`src/rtl/dmem_arbiter_pkg.sv`:
```
// Shared types and constants for the data-memory arbiter.
package dmem_arbiter_pkg;

   typedef enum logic [1:0] {
      IDLE   = 2'd0,
      ACCESS = 2'd1,
      DONE   = 2'd2
   } state_e;

   typedef enum logic {
      OWN_CPU = 1'b0,
      OWN_DMA = 1'b1
   } owner_e;

   // Width of the optional statistics counters
   localparam int unsigned STAT_W = 16;

   // Width of the access-cycle and streak counters (both limited to 1..15)
   localparam int unsigned CNT_W = 4;

endpackage

```
`src/rtl/dmem_arbiter_sat_counter.sv`:
```
// Saturating up-counter with synchronous clear; clear wins over increment.
module arb_sat_counter #(
   parameter int unsigned WIDTH = 4,
   parameter int unsigned MAX   = 15
) (
   input  logic             clk_i,
   input  logic             rst_i,
   input  logic             inc_i,
   input  logic             clr_i,
   output logic [WIDTH-1:0] cnt_o
);

   localparam logic [WIDTH-1:0] MaxV = WIDTH'(MAX);

   logic [WIDTH-1:0] cnt_q;
   logic [WIDTH-1:0] cnt_d;

   // Next count: clear, saturating increment, or hold
   always_comb begin
      cnt_d = cnt_q;
      if (clr_i) begin
         cnt_d = '0;
      end else if (inc_i && (cnt_q != MaxV)) begin
         cnt_d = cnt_q + WIDTH'(1);
      end
   end

   // Count register
   always_ff @(posedge clk_i or posedge rst_i) begin
      if (rst_i) begin
         cnt_q <= '0;
      end else begin
         cnt_q <= cnt_d;
      end
   end

   assign cnt_o = cnt_q;

endmodule

```
`src/rtl/dmem_arbiter.sv`:
```
// Two-master arbiter for the single-port data RAM (CPU port 0, DMA port 1).
// CPU has fixed priority; a streak limiter lets a waiting DMA in after
// MAX_CPU_STREAK consecutive CPU grants.
// Optional statistics counters/ports: define DMEM_ARB_STATS_EN.
module dmem_arbiter
   import dmem_arbiter_pkg::*;
#(
   parameter int unsigned ADDR_W         = 32,
   parameter int unsigned DATA_W         = 32,
   parameter int unsigned ACC_CYCLES     = 1,
   parameter int unsigned MAX_CPU_STREAK = 4
) (
   input  logic              clk,
   input  logic              reset,
   input  logic              cpu_req,
   input  logic              cpu_we,
   input  logic [ADDR_W-1:0] cpu_addr,
   input  logic [DATA_W-1:0] cpu_wdata,
   output logic              cpu_ack,
   output logic [DATA_W-1:0] cpu_rdata,
   output logic              cpu_stall,
   input  logic              dma_req,
   input  logic              dma_we,
   input  logic [ADDR_W-1:0] dma_addr,
   input  logic [DATA_W-1:0] dma_wdata,
   output logic              dma_ack,
   output logic [DATA_W-1:0] dma_rdata,
   output logic              mem_read,
   output logic              mem_write,
   output logic [ADDR_W-1:0] mem_addr,
   output logic [DATA_W-1:0] mem_wdata,
   input  logic [DATA_W-1:0] mem_rdata
`ifdef DMEM_ARB_STATS_EN
   ,
   output logic [STAT_W-1:0] stat_cpu_grants,
   output logic [STAT_W-1:0] stat_dma_grants,
   output logic [STAT_W-1:0] stat_conflicts
`endif
);

   localparam logic [CNT_W-1:0] AccLast   = CNT_W'(ACC_CYCLES - 1);
   localparam logic [CNT_W-1:0] StreakMax = CNT_W'(MAX_CPU_STREAK);

   state_e              state_q;
   owner_e              owner_q;
   logic                we_q;
   logic [ADDR_W-1:0]   addr_q;
   logic [DATA_W-1:0]   wdata_q;
   logic [CNT_W-1:0]    cyc_q;
   logic                mem_read_q;
   logic                mem_write_q;
   logic                cpu_ack_q;
   logic                dma_ack_q;
   logic [DATA_W-1:0]   cpu_rdata_q;
   logic [DATA_W-1:0]   dma_rdata_q;

   logic                grant_cpu;
   logic                grant_dma;
   logic                sel_we;
   logic [ADDR_W-1:0]   sel_addr;
   logic [DATA_W-1:0]   sel_wdata;
   logic                streak_inc;
   logic                streak_clr;
   logic [CNT_W-1:0]    streak;

   // IDLE arbitration: CPU first unless a waiting DMA has hit the streak limit
   always_comb begin
      grant_cpu = 1'b0;
      grant_dma = 1'b0;
      if (state_q == IDLE) begin
         if (cpu_req && !(dma_req && (streak == StreakMax))) begin
            grant_cpu = 1'b1;
         end else if (dma_req) begin
            grant_dma = 1'b1;
         end
      end
   end

   // Request fields of the master being granted
   always_comb begin
      sel_we    = grant_dma ? dma_we    : cpu_we;
      sel_addr  = grant_dma ? dma_addr  : cpu_addr;
      sel_wdata = grant_dma ? dma_wdata : cpu_wdata;
   end

   assign streak_inc = grant_cpu & dma_req;
   assign streak_clr = grant_dma | ((state_q == IDLE) & ~dma_req);

   arb_sat_counter #(
      .WIDTH (CNT_W),
      .MAX   (MAX_CPU_STREAK)
   ) u_streak (
      .clk_i (clk),
      .rst_i (reset),
      .inc_i (streak_inc),
      .clr_i (streak_clr),
      .cnt_o (streak)
   );

   // Access sequencer: latch on grant, hold strobes ACC_CYCLES, ack in DONE
   always_ff @(posedge clk or posedge reset) begin
      if (reset) begin
         state_q     <= IDLE;
         owner_q     <= OWN_CPU;
         we_q        <= 1'b0;
         addr_q      <= '0;
         wdata_q     <= '0;
         cyc_q       <= '0;
         mem_read_q  <= 1'b0;
         mem_write_q <= 1'b0;
         cpu_ack_q   <= 1'b0;
         dma_ack_q   <= 1'b0;
         cpu_rdata_q <= '0;
         dma_rdata_q <= '0;
      end else begin
         cpu_ack_q <= 1'b0;
         dma_ack_q <= 1'b0;
         case (state_q)
            IDLE: begin
               if (grant_cpu || grant_dma) begin
                  owner_q     <= grant_dma ? OWN_DMA : OWN_CPU;
                  we_q        <= sel_we;
                  addr_q      <= sel_addr;
                  wdata_q     <= sel_wdata;
                  cyc_q       <= AccLast;
                  mem_read_q  <= ~sel_we;
                  mem_write_q <= sel_we;
                  state_q     <= ACCESS;
               end
            end
            ACCESS: begin
               if (cyc_q == '0) begin
                  mem_read_q  <= 1'b0;
                  mem_write_q <= 1'b0;
                  if (!we_q) begin
                     if (owner_q == OWN_CPU) begin
                        cpu_rdata_q <= mem_rdata;
                     end else begin
                        dma_rdata_q <= mem_rdata;
                     end
                  end
                  cpu_ack_q <= (owner_q == OWN_CPU);
                  dma_ack_q <= (owner_q == OWN_DMA);
                  state_q   <= DONE;
               end else begin
                  cyc_q <= cyc_q - CNT_W'(1);
               end
            end
            DONE: begin
               state_q <= IDLE;
            end
            default: begin
               state_q <= IDLE;
            end
         endcase
      end
   end

   assign mem_read  = mem_read_q;
   assign mem_write = mem_write_q;
   assign mem_addr  = addr_q;
   assign mem_wdata = wdata_q;
   assign cpu_ack   = cpu_ack_q;
   assign dma_ack   = dma_ack_q;
   assign cpu_rdata = cpu_rdata_q;
   assign dma_rdata = dma_rdata_q;
   assign cpu_stall = cpu_req & ~cpu_ack_q;

`ifdef DMEM_ARB_STATS_EN
   logic conflict;

   assign conflict = (state_q == IDLE) & cpu_req & dma_req;

   arb_sat_counter #(
      .WIDTH (STAT_W),
      .MAX   ((1 << STAT_W) - 1)
   ) u_stat_cpu (
      .clk_i (clk),
      .rst_i (reset),
      .inc_i (grant_cpu),
      .clr_i (1'b0),
      .cnt_o (stat_cpu_grants)
   );

   arb_sat_counter #(
      .WIDTH (STAT_W),
      .MAX   ((1 << STAT_W) - 1)
   ) u_stat_dma (
      .clk_i (clk),
      .rst_i (reset),
      .inc_i (grant_dma),
      .clr_i (1'b0),
      .cnt_o (stat_dma_grants)
   );

   arb_sat_counter #(
      .WIDTH (STAT_W),
      .MAX   ((1 << STAT_W) - 1)
   ) u_stat_conf (
      .clk_i (clk),
      .rst_i (reset),
      .inc_i (conflict),
      .clr_i (1'b0),
      .cnt_o (stat_conflicts)
   );
`else
   // Statistics disabled: no counters, no extra ports
`endif

endmodule
```
`config.mk`:
```
export PLATFORM = sky130hd
export DESIGN_NAME = dmem_arbiter
export DESIGN_NICKNAME = d
export VERILOG_FILES = /design/src/rtl/dmem_arbiter_pkg.sv /design/src/rtl/dmem_arbiter_sat_counter.sv /design/src/rtl/dmem_arbiter.sv
export SDC_FILE = /design/constraint.sdc
export NUM_CORES = 1
export LEC_CHECK = 0
export CORE_UTILIZATION = 45
export CTS_CLUSTER_SIZE = 40
export DETAILED_ROUTE_END_ITERATION = 10
export PLACE_DENSITY_LB_ADDON = 0.12
export SYNTH_ARGS = -nofsm -noshare
export SYNTH_HDL_FRONTEND = slang
export SYNTH_HIERARCHICAL = 1
export SYNTH_SLANG_ARGS = --single-unit
```
`constraint.sdc`:
```
create_clock -name clk -period 14.65 [get_ports clk]
set_input_delay 3.6625 -clock clk [delete_from_list [all_inputs] [get_ports clk]]
set_output_delay 3.6625 -clock clk [all_outputs]
set_load 0.05 [all_outputs]
```
# Word-level counts from Yosys, hierarchy flattened
# Cells that the tools add are included.
# totals
regBits	144
latchBits	0
ramBits	0
rom_bits	0
input_bits	166
out_inout_bits	133
wordCells	71
memories	0
# op_classes
add_sub_neg	2
n_mul	0
div	0
order_cmp	0
eq_ne	6
shift	0
n_mux	26
n_bitwise	9
n_reduce_logical	15
# op_table
operator	n
$mux W32	2
$mux W4	4
$mux W1	14
$pmux W4 S2	1
$reduce_and A4 Y1	2
$reduce_and A3 Y1	2
$not A1 Y1	5
$add A4 B1 Y4 const B	1
$eq A4 B3 Y1 const B	1
$logic_not A4 Y1	1
$mux W2	2
$ne A2 B2 Y1 const B	2
$ne A4 B3 Y1 const B	1
$pmux W1 S2	2
$pmux W2 S2	1
$reduce_and A2 Y1	2
$reduce_bool A2 Y1	2
$sub A4 B1 Y4 const B	1
$and A1 B1 Y1	3
$logic_and A1 B1 Y1	3
$eq A2 B1 Y1 const B	1
$logic_not A2 Y1	1
$ne A2 B1 Y1 const B	1
$logic_not A1 Y1	1
2 further kinds	2

# Logic depth before layout (Yosys ltp)
# Gate-level depths: netlist (run 1).
# depth
ltp_word	10
mapped_depth	8
ltp_nobuf	5

# By module
# Netlist (run 1), hierarchy kept.
# modules_own_cells
module	n_inst	cells_per_inst	area_per_inst_um2	seq_area_each_um2
dmem_arbiter	1	541	6213.5	3503.4
arb_sat_counter	1	25	247.7	100.1

# Least setup slack after synthesis (run 1)
# Ideal clock, no wire load.
# synth_path
path_type	input to output
startpoint	input port cpu_req
endpoint	output port cpu_stall
arrival_time_ps	4372
required_time_ps	10988
slack_ps	6615
path_stages	2
n_path_buf	0
cell_sequence	inv_1 nor2_1
# synth_between
elab_chain_len	1
# synth_lines
element	line_no	rtl
start, declared	dmem_arbiter.sv:15	input logic cpu_req,
$and A1 B1 Y1	dmem_arbiter.sv:167	assign cpu_stall = cpu_req & ~cpu_ack_q;
end, declared	dmem_arbiter.sv:21	output logic cpu_stall,
# Every way passes these cells.

# Worst setup path in the final report (run 1)
# Ends and elaborated chain as after synthesis.

==> flow_metrics.env, run 1 <==
export IMPL_synth_top_area_share_pct=55.77
export IMPL_drive_gt1_share_pct=12.87
export IMPL_fmax_mhz=109.8
export IMPL_final_hold_violation_count=0
export IMPL_fillCellCount=947
export IMPL_routed_wl_um=19030
export IMPL_endpoint_kind="output pin"
export IMPL_grt_max_degree=78
export IMPL_grt_pass1_wl_um=28900
export IMPL_synth_warnings=6
export IMPL_layout_commonest_cell="clkdlybuf4s50_1"
export IMPL_critical_path_class="in -> out"
export IMPL_multi_input_area_mm2=0.001952
export IMPL_synth_top_cell_by_area="dfrtp_1"
export IMPL_nNetsFinal=1027
export IMPL_post_cts_resized=0
export IMPL_clockBufferDepth=2
export IMPL_syn_area_per_cell_um2=11.42
export IMPL_cp_start_kind="primary input"
export IMPL_crit_required_ps=10990
export IMPL_fin_skew_ps=8.406
export IMPL_dp_hpwl_um=13430
export IMPL_pin_count=299
export IMPL_synth_area_mm2=0.006461
export IMPL_final_cells=1051
export IMPL_ant_nets=0
export IMPL_via_count=5437
export IMPL_clock_sinks=144
export IMPL_regArea_mm2=0.003603
export IMPL_wl_met2_um=9701
export IMPL_drt_iter0_drc=582
export IMPL_p_per_area_mw_per_mm2=260.0
export IMPL_htreeDepth=4
export IMPL_dieWidth_um=121.8
export IMPL_port_buffers=298
export IMPL_first_pass_iters=10
export IMPL_worstSkewPairLatency_ps=410
export IMPL_top_layer="met4"
export IMPL_slew_violations=0
export IMPL_rsz0062_at_grt="no"
export IMPL_max_stage_delay_ps=800
export IMPL_max_cap_viol_count=0
export IMPL_netlist_instances=566
export IMPL_cp_common_cell="clkdlybuf4s50_1"
export IMPL_outcome="finished, final reports clean"
export IMPL_holdWs_ps=504.4
export IMPL_cp_arrival_ps=5450
export IMPL_syn_nets=736
export IMPL_overflow=0
export IMPL_setup_slack_ps=5541
export IMPL_post_place_ws_ps=5545
export IMPL_core_mm2=0.01393
export IMPL_max_slew_margin_pct=36.83
export IMPL_hold_class="reg -> reg"
export IMPL_rows=43
export IMPL_synthFlopType="dfrtp_1"
export IMPL_grt_antenna_before_repair=1
export IMPL_avgViaCountPerCell=5.173
export IMPL_root_buffer="clkbuf_16"
export IMPL_utilization_pct=73.17
export IMPL_cts_reportedPaths_clkPinSlew_ps=60
export IMPL_post_route_period_util_pct=62.18
export IMPL_yosysUniqueCellTypes=45
export IMPL_period_minus_slack_ps=9109
export IMPL_place_gp_congestion=0.8101
export IMPL_drcViolationCount=0
export IMPL_synth_seq_area_share_pct=55.77
export IMPL_critPathMaxFanout=6
export IMPL_power_leakage_nw=5.057
export IMPL_critPathTopFamily="buffers and inverters"
export IMPL_start_util_pct=46.37
export IMPL_crit_slowest_cell="clkdlybuf4s50_1"
export IMPL_tritoncts="built"
export IMPL_worst_slew_pin_slew_ps=947.6
export IMPL_hold_buffers=0
export IMPL_wl_met1_um=7142
export IMPL_grt_usage_pct=25.77
export IMPL_crit_chain="clkdlybuf4s50_1, inv_1, nor2_1, clkdlybuf4s50_1"
export IMPL_area_growth_pct=57.80
export IMPL_vdd_ir_drop_max_v=0.0001882
export IMPL_mostFrequentLayoutCells="clkdlybuf4s50_1 (298), inv_1 (201), dfrtp_1 (144)"
export IMPL_critPathBufInv=3
export IMPL_grt_pass1_vias=5567
export IMPL_cts_buffers=17
export IMPL_dpl_cell_count=1018
export IMPL_synth_seq_cells=144
export IMPL_post_cts_buffers=0
export IMPL_wl_per_cell_um=18.11
export IMPL_async_reset_ff_share_pct=100.0
export IMPL_synth_edf_count=0
export IMPL_synth_area_top_cells="dfrtp_1 (56%), inv_1 (12%), a222oi_1 (9.9%), mux2_4 (7.2%), mux2_2 (5.9%)"
export IMPL_routed_wl_met3_um=1567
export IMPL_finalSetupTns_ps=0
export IMPL_die_y_um=121.8
export IMPL_die_area_mm2=0.01484
export IMPL_setup_viol=0
==> cells in the mapped netlist (2+ instances only) <==
cell / n
nor2_1: 7
clkbuf_1: 18
nand2b_1: 3
nand4_1: 2
a221o_1: 2
buf_12: 3
nor3_1: 4
mux2_2: 34
buf_2: 8
a222oi_1: 64
mux2i_1: 2
nand3_1: 2
a21oi_1: 4
o21ai_0: 4
mux2_4: 31
ha_1: 4
dfrtp_1: 144
or3_1: 2
inv_1: 202
==> final timing paths <==
path	start	end	slack, ps	cells past startpoint
setup / recovery	cpu_req	cpu_stall	5540	4
hold / removal	dma_rdata[23]$_DFFE_PP0P_	dma_rdata[23]$_DFFE_PP0P_	500	1
setup reg to reg	u_streak/cnt_o[1]$_DFFE_PP0P_	mem_addr[2]$_DFFE_PP0P_	12200	4
hold reg to reg	dma_rdata[23]$_DFFE_PP0P_	dma_rdata[23]$_DFFE_PP0P_	500	1
max in group asynchronous	reset	cpu_rdata[31]$_DFFE_PP0P_	9550	3
min in group asynchronous	reset	u_streak/cnt_o[2]$_DFFE_PP0P_	3570	2
==> sequential cells by signal (all words and copies together) (netlist names) <==
register and cells:
mem_write 1, cpu_ack 1, we_q 1, mem_read 1
mem_addr 32, state_q 2, u_streak/cnt_o 4, dma_rdata 32
dma_ack 1, cyc_q 4, owner_q 1, mem_wdata 32
cpu_rdata 32
==> through the flow <==
stage / power (mW) / cell area, µm²
2_1_floorplan: 1.676 / 6461
3_3_place_gp: 2.162 / 9564
3_5_place_dp: 2.194 / 9564
4_1_cts: 2.667 / 10190
5_1_grt: 2.762 / 10200
6_report: 2.651 / 10200
==> cell type report <==
class | count | area share [%]
diodes | 1 | 0.02454
clock buffers | 19 | 4.344
clock inverters | 13 | 1.828
inverters | 202 | 7.486
multi-input cells | 189 | 19.14
flip-flops and latches | 144 | 35.34
well taps | 180 | 2.209
repair buffers | 303 | 29.62
==> cell families after synthesis <==
kind of cell	after synthesis	synth area share, %
AOI/OAI and AO/OA	85	12.24
buffers and inverters	233	14.56
and+or+nand+nor	33	3.215
DFF	144	55.77
muxes	67	13.44
adders and majority gates	4	0.7746
==> power by group <==
part | internal (mW) | switching (mW) | leakage (nW)
Sequential | 0.589 | 0.114 | 1.66
Combinational | 0.542 | 0.947 | 3.10
Clock | 0.290 | 0.169 | 0.296
==> layer usage <==
layer	vias up	track usage, %
met3	36	8.099
met2	260	43.50
met5	-	0
met4	0	12.35
li1	2465	-
met1	2676	29.59
Power figures use the tool's default switching activity.
==> inputs of run 2 (changes only) <==
--- a/config.mk
+++ b/config.mk
@@ -5,7 +5,7 @@
 export SDC_FILE = /design/constraint.sdc
 export NUM_CORES = 1
 export LEC_CHECK = 0
-export CORE_UTILIZATION = 45
+export CORE_UTILIZATION = 42
 export CTS_CLUSTER_SIZE = 40
 export DETAILED_ROUTE_END_ITERATION = 10
 export PLACE_DENSITY_LB_ADDON = 0.12
==> constraint.sdc (replaced) <==
create_clock -name clk -period 9 [get_ports clk]
set_input_delay 2.25 -clock clk [delete_from_list [all_inputs] [get_ports clk]]
set_output_delay 2.25 -clock clk [all_outputs]
set_load 0.05 [all_outputs]
==> run 2 against run 1 <==
Count of clock-buffer cells in the layout increased by 5. Sequential power increased by 62%. Final cell count increased by 0.29%.
==> flow_metrics.env, run 2 (synthesis gave the netlist of run 1 again) <==
export IMPL_outcome="finished, final reports clean"
export IMPL_routed_wl_um=18630
export IMPL_max_cap_viol_count=0
export IMPL_fmax_mhz=159.1
export IMPL_via_count=5319
export IMPL_setup_slack_ps=2715
export IMPL_wl_per_cell_um=17.67
export IMPL_grt_pass1_vias=5654
export IMPL_post_place_ws_ps=2709
export IMPL_critPathMaxFanout=6
export IMPL_grt_pass1_wl_um=29390
export IMPL_drcViolationCount=0
export IMPL_ant_nets=0
export IMPL_vdd_ir_drop_max_v=0.0002193
export IMPL_holdWs_ps=501.7
export IMPL_post_cts_resized=0
export IMPL_rows=44
export IMPL_htreeDepth=4
export IMPL_r2r_start="u_streak/cnt_o[1]$_DFFE_PP0P_"
export IMPL_max_slew_margin_pct=30.03
export IMPL_rsz0062_at_grt="no"
export IMPL_drt_iter0_drc=415
export IMPL_startpoint="cpu_req"
export IMPL_tritoncts="built"
export IMPL_grt_usage_pct=24.08
export IMPL_grt_antenna_before_repair=0
export IMPL_start_util_pct=43.79
export IMPL_dpl_cell_count=1022
export IMPL_worst_slew_pin_slew_ps=1050
export IMPL_slew_violations=0
export IMPL_die_area_mm2=0.01588
export IMPL_mostFrequentLayoutCells="clkdlybuf4s50_1 (298), inv_1 (201), dfrtp_1 (144)"
export IMPL_period_minus_slack_ps=6285
export IMPL_cp_arrival_ps=4030
export IMPL_final_cells=1054
export IMPL_die_y_um=126.0
export IMPL_root_buffer="clkbuf_16"
export IMPL_place_area_mm2=0.009569
export IMPL_diodes=0
export IMPL_cts_buffers=17
export IMPL_cp_start_kind="primary input"
export IMPL_worstSkewPairLatency_ps=410
export IMPL_place_gp_congestion=0.7998
export IMPL_hold_buffers=0
export IMPL_hold_class="reg -> reg"
export IMPL_post_cts_buffers=0
export IMPL_layout_commonest_cell="clkdlybuf4s50_1"
export IMPL_utilization_pct=68.84
export IMPL_crit_required_ps=6750
export IMPL_port_buffers=298
export IMPL_avgViaCountPerCell=5.046
export IMPL_grt_max_degree=85
export IMPL_final_area_mm2=0.01016
export IMPL_finalSetupTns_ps=0
export IMPL_nNetsFinal=1027
export IMPL_pin_count=299
export IMPL_first_pass_iters=8
export IMPL_setup_viol=0
export IMPL_critical_path_class="in -> out"
export IMPL_total_power_mw=4.252
export IMPL_fin_skew_ps=5.296
export IMPL_clock_sinks=144
export IMPL_cts_reportedPaths_clkPinSlew_ps=60
export IMPL_post_route_period_util_pct=69.83
export IMPL_overflow=0
export IMPL_min_from="dma_rdata[31]$_DFFE_PP0P_"
export IMPL_dieWidth_um=126.0
export IMPL_final_hold_violation_count=0
export IMPL_p_per_area_mw_per_mm2=418.6
export IMPL_power_leakage_nw=5.046
export IMPL_drive_gt1_share_pct=12.87
export IMPL_dp_hpwl_um=13440
export IMPL_core_mm2=0.01475
export IMPL_area_growth_pct=57.20
export IMPL_endpoint_kind="output pin"
export IMPL_clockBufferDepth=2
==> run 2: layout make-up <==
cell class              instances  area (µm²)
inverters                     202       763.2
fillers                      1066        4597
multi-input cells             189        1952
repair buffers                303        3020
clock inverters                 8       76.32
well taps                     184       230.2
clock buffers                  24       511.7
flip-flops and latches        144        3603
==> run 2: worst max-delay path, stage by stage <==
cell,delay [ps]
clkdlybuf4s50_1,650
inv_1,190
nor2_1,130
clkdlybuf4s50_1,800
==> run 2: power by group <==
group	switching [mW]	total [mW]	internal, mW	leakage (nW)
Combinational	1.54	2.42	0.883	3.10
Clock	0.264	0.688	0.424	0.285
Sequential	0.183	1.14	0.959	1.66
==> run 2: routing by layer <==
metal	global-route usage (%)	vias to the layer above	routed length (µm)
met3	8.284	36	1674
met5	0	-	0
met2	40.49	268	9213
met1	27.44	2543	7194
li1	-	2472	-
met4	11.62	0	545
==> run 2: final timing paths <==
| check | slack (ps) | end | depth (start not counted) |
|---|---|---|---|
| max in group asynchronous | 5250 | cpu_rdata[14]$_DFFE_PP0P_ | 3 |
| min | 500 | dma_rdata[31]$_DFFE_PP0P_ | 1 |
| min in group asynchronous | 2170 | u_streak/cnt_o[1]$_DFFE_PP0P_ | 2 |
| max reg2reg | 6290 | mem_addr[21]$_DFFE_PP0P_ | 4 |
| min reg2reg | 500 | dma_rdata[31]$_DFFE_PP0P_ | 1 |
| max | 2720 | cpu_stall | 4 |
==> inputs of run 3 (changes only) <==
--- a/config.mk
+++ b/config.mk
@@ -5,7 +5,7 @@
 export SDC_FILE = /design/constraint.sdc
 export NUM_CORES = 1
 export LEC_CHECK = 0
-export CORE_UTILIZATION = 42
+export CORE_UTILIZATION = 38
 export CTS_CLUSTER_SIZE = 40
 export DETAILED_ROUTE_END_ITERATION = 10
 export PLACE_DENSITY_LB_ADDON = 0.12
==> constraint.sdc (replaced) <==
create_clock -name clk -period 5.7 [get_ports clk]
set_input_delay 1.425 -clock clk [delete_from_list [all_inputs] [get_ports clk]]
set_output_delay 1.425 -clock clk [all_outputs]
set_load 0.05 [all_outputs]
==> run 3 against run 2 <==
Sequential power is 58% higher. Sequential share of layout area is 0.092 points lower. Critical endpoint unchanged. Hold slack better by 1.1 ps. Largest cell class unchanged. Global-route usage is 2.3 points lower. Design area is 0.26% higher.
==> flow_metrics.env, run 3 (synthesis gave the netlist of run 1 again) <==
export IMPL_nNetsFinal=1028
export IMPL_place_area_mm2=0.009622
export IMPL_place_gp_congestion=0.7918
export IMPL_hold_class="reg -> reg"
export IMPL_layout_commonest_cell="clkdlybuf4s50_1"
export IMPL_max_cap_viol_count=0
export IMPL_cts_reportedPaths_clkPinSlew_ps=60
export IMPL_slew_violations=0
export IMPL_tritoncts="built"
export IMPL_multi_input_area_mm2=0.001952
export IMPL_cp_arrival_ps=3200
export IMPL_diodes=0
export IMPL_worst_slew_pin_slew_ps=1046
export IMPL_via_count=5370
export IMPL_grt_busiest_layer="met2"
export IMPL_fin_skew_ps=8.847
export IMPL_dpl_cell_count=1059
export IMPL_p_per_area_mw_per_mm2=653.6
export IMPL_dieWidth_um=132.4
export IMPL_htreeDepth=4
export IMPL_overflow=0
export IMPL_crit_required_ps=4280
export IMPL_regArea_mm2=0.003603
export IMPL_period_minus_slack_ps=4625
export IMPL_drive_gt1_share_pct=13.09
export IMPL_setup_viol=0
export IMPL_ant_nets=0
export IMPL_grt_pass1_vias=5760
export IMPL_post_cts_buffers=0
export IMPL_rsz0062_at_grt="no"
export IMPL_root_buffer="clkbuf_16"
export IMPL_fillCellCount=1316
export IMPL_cts_buffers=17
export IMPL_hold_buffers=0
export IMPL_endpoint_kind="output pin"
export IMPL_port_buffers=298
export IMPL_drcViolationCount=0
export IMPL_start_util_pct=38.96
export IMPL_dp_hpwl_um=13230
export IMPL_cp_start_kind="primary input"
export IMPL_routed_wl_um=18430
export IMPL_critPathMaxFanout=6
export IMPL_rows=47
export IMPL_utilization_pct=61.41
export IMPL_first_pass_iters=9
export IMPL_area_growth_pct=57.61
export IMPL_die_area_mm2=0.01753
export IMPL_post_cts_resized=0
export IMPL_max_slew_margin_pct=29.99
export IMPL_post_route_period_util_pct=81.14
export IMPL_use_met3_pct=6.267
export IMPL_finalSetupTns_ps=0
export IMPL_gr_usage_met2_pct=37.72
export IMPL_core_mm2=0.01658
export IMPL_worstSkewPairLatency_ps=420
export IMPL_vdd_ir_drop_max_v=0.0004042
export IMPL_drt_iter0_drc=369
export IMPL_grt_pass1_wl_um=29790
export IMPL_avgViaCountPerCell=4.922
export IMPL_final_area_mm2=0.01018
export IMPL_final_hold_violation_count=0
export IMPL_critical_path_class="in -> out"
export IMPL_wl_per_cell_um=16.89
export IMPL_pin_count=299
export IMPL_grt_usage_pct=21.81
export IMPL_fmax_mhz=216.2
export IMPL_die_y_um=132.4
export IMPL_gr_usage_met1_pct=25.61
export IMPL_power_leakage_nw=5.031
export IMPL_clockBufferDepth=2
export IMPL_grt_antenna_before_repair=0
export IMPL_outcome="finished, final reports clean"
export IMPL_final_cells=1091
export IMPL_clock_sinks=144
export IMPL_grt_max_degree=116
export IMPL_mostFrequentLayoutCells="clkdlybuf4s50_1 (298), inv_1 (201), dfrtp_1 (144)"
## run 3: cell count changes in the layout (fill, tap and decap cells not counted)
cell        previous run  this run
clkinv_4               0         3
buf_4                  5         6
inv_8                  0         2
clkbuf_8               6         1
clkbuf_1               1         0
clkinvlp_4             3         4
bufinv_16              1         0
clkinv_2               3         0
inv_6                  2         6
## run 3: stage by stage
| stage | hold WS [ps] | power (mW) | setup WS, ps |
|---|---|---|---|
| after global placement | 487.0 | 5.571 | 1092 |
| after CTS | 506.3 | 6.715 | 1082 |
| after floorplan | 468.8 | 4.307 | 522.1 |
| after detailed placement | 492.3 | 5.635 | 1072 |
| final | 502.9 | 6.656 | 1075 |
| after global routing | 509.5 | 6.962 | 1029 |
## run 3: area by class of cell
class,instances,share of cell area (%)
clock inverter,14,1.204
timing repair buffer,304,29.73
inverter,202,7.495
sequential,144,35.39
clock buffer,18,4.313
multi-input combinational,189,19.17
tap,220,2.703
## run 3: power by group
group / leakage [nW] / internal (mW) / switching, mW / total, mW
registers: 1.66 / 1.51 / 0.288 / 1.80
clock network: 0.264 / 0.582 / 0.463 / 1.05
logic: 3.11 / 1.40 / 2.41 / 3.81
total: 5.03 / 3.49 / 3.16 / 6.66
## run 3: worst paths after layout
| check | from | to | slack (ps) | cells after the start |
|---|---|---|---|---|
| setup / recovery | cpu_req | cpu_stall | 1080 | 4 |
| hold / removal | dma_rdata[19]$_DFFE_PP0P_ | dma_rdata[19]$_DFFE_PP0P_ | 500 | 1 |
| setup reg to reg | u_streak/cnt_o[1]$_DFFE_PP0P_ | mem_wdata[17]$_DFFE_PP0P_ | 2980 | 4 |
| hold reg to reg | dma_rdata[19]$_DFFE_PP0P_ | dma_rdata[19]$_DFFE_PP0P_ | 500 | 1 |
| max in group asynchronous | reset | dma_rdata[29]$_DFFE_PP0P_ | 3070 | 3 |
| min in group asynchronous | reset | u_streak/cnt_o[2]$_DFFE_PP0P_ | 1330 | 2 |
## run 3: routing by layer
layer / vias up / wire length (µm) / part of all wire [%]
li1: 2474 / - / -
met1: 2611 / 7552 / 41
met2: 261 / 9214 / 50
met3: 24 / 1353 / 7.3
met4: 0 / 309 / 1.7
met5: - / 0 / 0
## run 3: worst max-delay path, stage by stage
cell and delay, ps:
clkdlybuf4s50_1 660, inv_1 170, nor2_1 130, clkdlybuf4s50_1 800
